<file path="config.mk">
export PLATFORM = sky130hd
export DESIGN_NAME = decode_rf_stage
export DESIGN_NICKNAME = d
export VERILOG_FILES = /design/src/rtl/decode_rf_stage.sv
export SDC_FILE = /design/constraint.sdc
export NUM_CORES = 1
export LEC_CHECK = 0
export ABC_AREA = 1
export CELL_PAD_IN_SITES_DETAIL_PLACEMENT = 0
export CELL_PAD_IN_SITES_GLOBAL_PLACEMENT = 2
export CORE_MARGIN = 2
export CORE_UTILIZATION = 35
export DETAILED_ROUTE_END_ITERATION = 8
export PLACE_DENSITY = 0.89
export SETUP_SLACK_MARGIN = 0.15
export SLEW_MARGIN = 10
export SYNTH_ARGS = -nofsm -noshare
export SYNTH_HDL_FRONTEND = slang
export SYNTH_SLANG_ARGS = --single-unit
export TNS_END_PERCENT = 10
</file>
<file path="constraint.sdc">
create_clock -name clk -period 2.2 [get_ports clk]
set_input_delay 0.22 -clock clk [delete_from_list [all_inputs] [get_ports clk]]
set_output_delay 0.22 -clock clk [all_outputs]
set_load 0.005 [all_outputs]
</file>
<file path="src/rtl/decode_rf_stage.sv">
// Decode/register-fetch stage: 2R1W register file with write-back bypass,
// immediate extender, RAW/WAW scoreboard and a registered valid/ready output bundle.
module decode_rf_stage #(
  parameter int DATA_W = 16,
  parameter int REG_AW = 3,
  parameter int NREG   = 8
) (
  input  logic              clk,
  input  logic              rst,
  // Fetch side
  input  logic              in_valid,
  output logic              in_ready,
  input  logic [REG_AW-1:0] rs_sel,
  input  logic [REG_AW-1:0] rt_sel,
  input  logic              rs_used,
  input  logic              rt_used,
  input  logic [REG_AW-1:0] wr_sel,
  input  logic              wr_req,
  input  logic [10:0]       imm_raw,
  input  logic [2:0]        imm_mode,
  input  logic              flush,
  // Write-back port
  input  logic              wb_en,
  input  logic [REG_AW-1:0] wb_sel,
  input  logic [DATA_W-1:0] wb_data,
  // Execute side
  output logic              out_valid,
  input  logic              out_ready,
  output logic [DATA_W-1:0] a_out,
  output logic [DATA_W-1:0] b_out,
  output logic [DATA_W-1:0] imm_out,
  output logic [REG_AW-1:0] wsel_out,
  output logic              wen_out,
  output logic              err
);

  // Handshake: a transfer happens on a rising edge where valid and ready are
  // both 1; valid never waits on ready, and the bundle is frozen while
  // out_valid & !out_ready.

  logic [DATA_W-1:0] regs [NREG];
  logic [NREG-1:0]   busy;
  logic [NREG-1:0]   busy_nxt;

  logic              wb_hit_rs;
  logic              wb_hit_rt;
  logic              wb_hit_wr;
  logic [DATA_W-1:0] rs_val;
  logic [DATA_W-1:0] rt_val;
  logic [DATA_W-1:0] imm_ext;
  logic              hazard;
  logic              load;

  // Bypass comparisons
  always_comb begin
    wb_hit_rs = wb_en && (wb_sel == rs_sel);
    wb_hit_rt = wb_en && (wb_sel == rt_sel);
    wb_hit_wr = wb_en && (wb_sel == wr_sel);
  end

  always_comb begin
    rs_val = wb_hit_rs ? wb_data : regs[rs_sel];
    rt_val = wb_hit_rt ? wb_data : regs[rt_sel];
  end

  always_comb begin
    imm_ext = '0;
    case (imm_mode)
      3'b000:  imm_ext = {{(DATA_W-5){imm_raw[4]}},   imm_raw[4:0]};
      3'b001:  imm_ext = {{(DATA_W-8){imm_raw[7]}},   imm_raw[7:0]};
      3'b010:  imm_ext = {{(DATA_W-11){imm_raw[10]}}, imm_raw[10:0]};
      3'b011:  imm_ext = {{(DATA_W-5){1'b0}},         imm_raw[4:0]};
      3'b100:  imm_ext = {{(DATA_W-8){1'b0}},         imm_raw[7:0]};
      default: imm_ext = '0;
    endcase
  end

  // A write-back landing this cycle resolves the hazard it would otherwise cause.
  always_comb begin
    hazard = (rs_used && busy[rs_sel] && !wb_hit_rs) ||
             (rt_used && busy[rt_sel] && !wb_hit_rt) ||
             (wr_req  && busy[wr_sel] && !wb_hit_wr);
    in_ready = (!out_valid || out_ready) && !hazard && !flush;
    load     = in_valid && in_ready;
  end

  // Clears first, then the issue-side set so that set wins on a collision.
  always_comb begin
    busy_nxt = busy;
    if (flush && out_valid && wen_out) busy_nxt[wsel_out] = 1'b0;
    if (wb_en)                         busy_nxt[wb_sel]   = 1'b0;
    if (load && wr_req)                busy_nxt[wr_sel]   = 1'b1;
  end

  always_ff @(posedge clk or negedge rst) begin
    if (!rst) begin
      busy <= '0;
    end else begin
      busy <= busy_nxt;
    end
  end

  always_ff @(posedge clk or negedge rst) begin
    if (!rst) begin
      for (int i = 0; i < NREG; i++) regs[i] <= '0;
    end else if (wb_en) begin
      regs[wb_sel] <= wb_data;
    end
  end

  // Write-back to an idle register is flagged, but the write still happens.
  always_ff @(posedge clk or negedge rst) begin
    if (!rst) begin
      err <= 1'b0;
    end else if (wb_en && !busy[wb_sel]) begin
      err <= 1'b1;
    end
  end

  always_ff @(posedge clk or negedge rst) begin
    if (!rst) begin
      out_valid <= 1'b0;
      a_out     <= '0;
      b_out     <= '0;
      imm_out   <= '0;
      wsel_out  <= '0;
      wen_out   <= 1'b0;
    end else if (flush) begin
      out_valid <= 1'b0;
    end else if (load) begin
      out_valid <= 1'b1;
      a_out     <= rs_val;
      b_out     <= rt_val;
      imm_out   <= imm_ext;
      wsel_out  <= wr_sel;
      wen_out   <= wr_req;
    end else if (out_ready) begin
      out_valid <= 1'b0;
    end
  end

endmodule

</file>
==> impl_metrics.env <==
export IMPL_combinationalPowerShare=0.250
export IMPL_critPathBufInv=3
export IMPL_clock_latency_ns=0.44
export IMPL_yosysUniqueCellTypes=23
export IMPL_synth_mux_area_frac=0
export IMPL_p_int_w=0.00713
export IMPL_antenna_found_initial=0
export IMPL_peakVddDrop_v=0.000402
export IMPL_drive_above_1_share=0.0891
export IMPL_cts_sinks=185
export IMPL_relSlewSlack=0.532
export IMPL_p_clk_frac=0.308
export IMPL_ios=106
export IMPL_ys_seq_area_frac=0.463
export IMPL_track_usage=0.242
export IMPL_crit_chain="nand2_1 -> nand3_1 -> nand3_1 -> nand2_1 -> nand2_1 -> nand2_2 -> nor2_4 -> buf_6 -> buf_4 -> nand2_8 -> clkbuf_16 -> nand2_1 -> nand2_1"
export IMPL_drt_iter0_drc=880
export IMPL_final_antenna_net_count=0
export IMPL_run_status="complete, no violations"
export IMPL_synth_simple_area_share=0.280
export IMPL_syn_inst=1378
export IMPL_cts_root_buf="clkbuf_16"
export IMPL_p_total_w=0.0106
export IMPL_post_place_ws_ns=-0.153
export IMPL_grt_setup_unrepaired="true"
export IMPL_synth_top_area_frac=0.463
export IMPL_core_um2=27900
export IMPL_timing_worst_setup_path_type="reg -> reg"
export IMPL_netSwitchingPower_w=0.00350
export IMPL_drv_slew=0
export IMPL_p_leak_nw=5.70
export IMPL_place_gp_congestion=0.856
export IMPL_grt_pass1_wl_um=56800
export IMPL_nets=1520
export IMPL_critPathRequiredTime_ns=2.52
export IMPL_via_per_inst=5.40
export IMPL_cap_violations=0
export IMPL_power_density_nw_per_um2=862
export IMPL_worst_slack_ns=0.252
export IMPL_htree_levels=4
export IMPL_synth_net_count=1429
export IMPL_cts_buffer_depth=2
export IMPL_num_antenna_cells=0
export IMPL_avgSynthCellArea_um2=7.25
export IMPL_max_freq_mhz=513
export IMPL_numCtsBuffers=17
export IMPL_die_width_um=173
export IMPL_layout_min_cycle_time_ns=1.95
export IMPL_final_cell_mix="nand2_1, o21ai_0, dfrtp_1, nor2_1, clkdlybuf4s50_1"
export IMPL_synthXorXnorAreaFrac=0
export IMPL_cpPeakStageDelay_ns=0.48
export IMPL_cts_tree="done"
export IMPL_crit_path_start_kind="register"
export IMPL_p_sw_frac=0.329
export IMPL_firstDrtPassIters=5
export IMPL_post_route_period_util=0.885
export IMPL_hp_class="in -> async"
export IMPL_cp_common_cell="nand2_1"
export IMPL_grt_max_degree=65
export IMPL_worstPathArrival_ns=2.27
export IMPL_synth_area_um2=9990
export IMPL_portBuffers=105
export IMPL_crit_path_top_delay_cell="dfrtp_2"
export IMPL_end_kind="register"
export IMPL_grt_pass1_vias=9794
export IMPL_wl_um=36500
export IMPL_final_setup_viol_count=0
export IMPL_wl_per_cell_um=19.6
export IMPL_synthAdderAreaFrac=0
export IMPL_cp_max_fo=22
export IMPL_drc_errors=0
export IMPL_ys_warnings_count=0
export IMPL_synth_top_family_by_area="simple AND/OR/NAND/NOR gates"
export IMPL_die_h_um=173
export IMPL_seq_power_share=0.442
export IMPL_yosys_area_top_type="dfrtp_1"
export IMPL_skew_ns=0.0136
export IMPL_synth_compound_area_frac=0.184
export IMPL_hold_violations=0
export IMPL_dieArea_um2=29900
export IMPL_clk_pin_slew_ns=0.08
export IMPL_cpLargestDelayFamily="simple AND/OR/NAND/NOR gates"
export IMPL_worst_slew_pin_slew_ns=0.702
export IMPL_synth_area_leaders="dfrtp_1, nand2_1, o21ai_0"
export IMPL_start_util=0.358
export IMPL_dpl_hpwl_um=23200
export IMPL_final_common_cell="nand2_1"
export IMPL_synth_seq_cells=185
export IMPL_grt_overflow=0
export IMPL_vias=10100
export IMPL_rows=61
export IMPL_areaGrowthSynthToFinish_pct=23.5
[kinds of logic (layout without fill, tap and decap cells)]
kind of cell	count (synthesis)	after routing
buf+inv	163	267
compound gates	346	346
flops	185	185
simple gates	684	684
[synth_stat cells]
| cell type | instances |
|---|---|
| nand2_1 | 389 |
| o21ai_0 | 247 |
| dfrtp_1 | 185 |
| nor2_1 | 168 |
| nand3_1 | 76 |
| clkbuf_1 | 68 |
| o22ai_1 | 64 |
| inv_1 | 47 |
| nand4_1 | 37 |
| a21oi_1 | 23 |
| buf_2 | 20 |
| buf_4 | 12 |
| inv_2 | 8 |
| nor3_1 | 8 |
| o211ai_1 | 7 |
| buf_6 | 6 |
| nor2_4 | 3 |
| a221oi_1 | 2 |
| clkinv_2 | 2 |
| nand2_2 | 2 |
| o21ai_1 | 2 |
| nor2_2 | 1 |
| o41ai_1 | 1 |
[what timing repair did]
| action | 4_1_cts | 5_1_grt |
|---|---|---|
| gates cloned | 0 | 3 |
| endpoints found under the setup margin | 1 | 41 |
| pin swaps | 1 | 1 |
| endpoints found under the hold margin | 43 | 0 |
| setup buffers | 2 | 0 |
| hold buffers | 1 | 0 |
| gates resized for setup | 9 | 6 |
[final timing paths]
kind | startpoint | endpoint | slack, ns | cells after the start
max in group asynchronous | rst | busy[6] | 1.09 | 3
min in group clk | wr_sel[2] | wsel_out[2] | 0.33 | 4
worst max-delay path | busy[0] | a_out[2] | 0.25 | 13
worst min register to register | imm_out[8] | imm_out[8] | 0.48 | 2
worst min-delay path | rst | regs[42] | 0.28 | 2
worst max register to register | busy[0] | a_out[2] | 0.25 | 13
[final cells by class]
cell class / count / area, um^2
clock buffers: 18 / 439
clock inverters: 14 / 180
fillers: 2936 / 15600
inverters: 57 / 216
multi-input cells: 1030 / 4650
flip-flops and latches: 185 / 4640
well taps: 378 / 473
repair buffers: 178 / 1740
[layer usage]
metal	global-route usage	wire length [um]	up-vias
met1	0.319	16100	4885
li1	-	-	4782
met4	0.0802	842	0
met3	0.0310	1720	62
met2	0.411	17900	324
met5	0	0	-
[stage by stage]
step / hold WS, ns / cell area, um^2 / TNS [ns] / instances / util
2_1_floorplan: -0.0756 / 9990 / 0 / 1378 / -
3_3_place_gp: 0.210 / 11600 / -5.07 / 1822 / 0.415
3_5_place_dp: 0.205 / 11600 / -4.16 / 1822 / 0.415
4_1_cts: 0.297 / 12200 / 0 / 1857 / 0.438
5_1_grt: 0.301 / 12300 / 0 / 1860 / 0.442
6_report: 0.279 / 12300 / 0 / 1860 / 0.442
[state kept, by name (all words and copies together), names as in the netlist]
signal     count
out_valid      1
b_out         16
regs         128
a_out         16
wen_out        1
imm_out       11
busy           8
err            1
wsel_out       3
[power by group through the flow]
stage,registers (W),clock network (W),logic (W)
6_report,0.00470,0.00327,0.00266
4_1_cts,0.00469,0.00334,0.00264
5_1_grt,0.00479,0.00348,0.00299
2_1_floorplan,0.00460,0,0.00142
3_3_place_gp,0.00473,0,0.00260
3_5_place_dp,0.00475,0,0.00262
(Power assumes the default switching activity.)
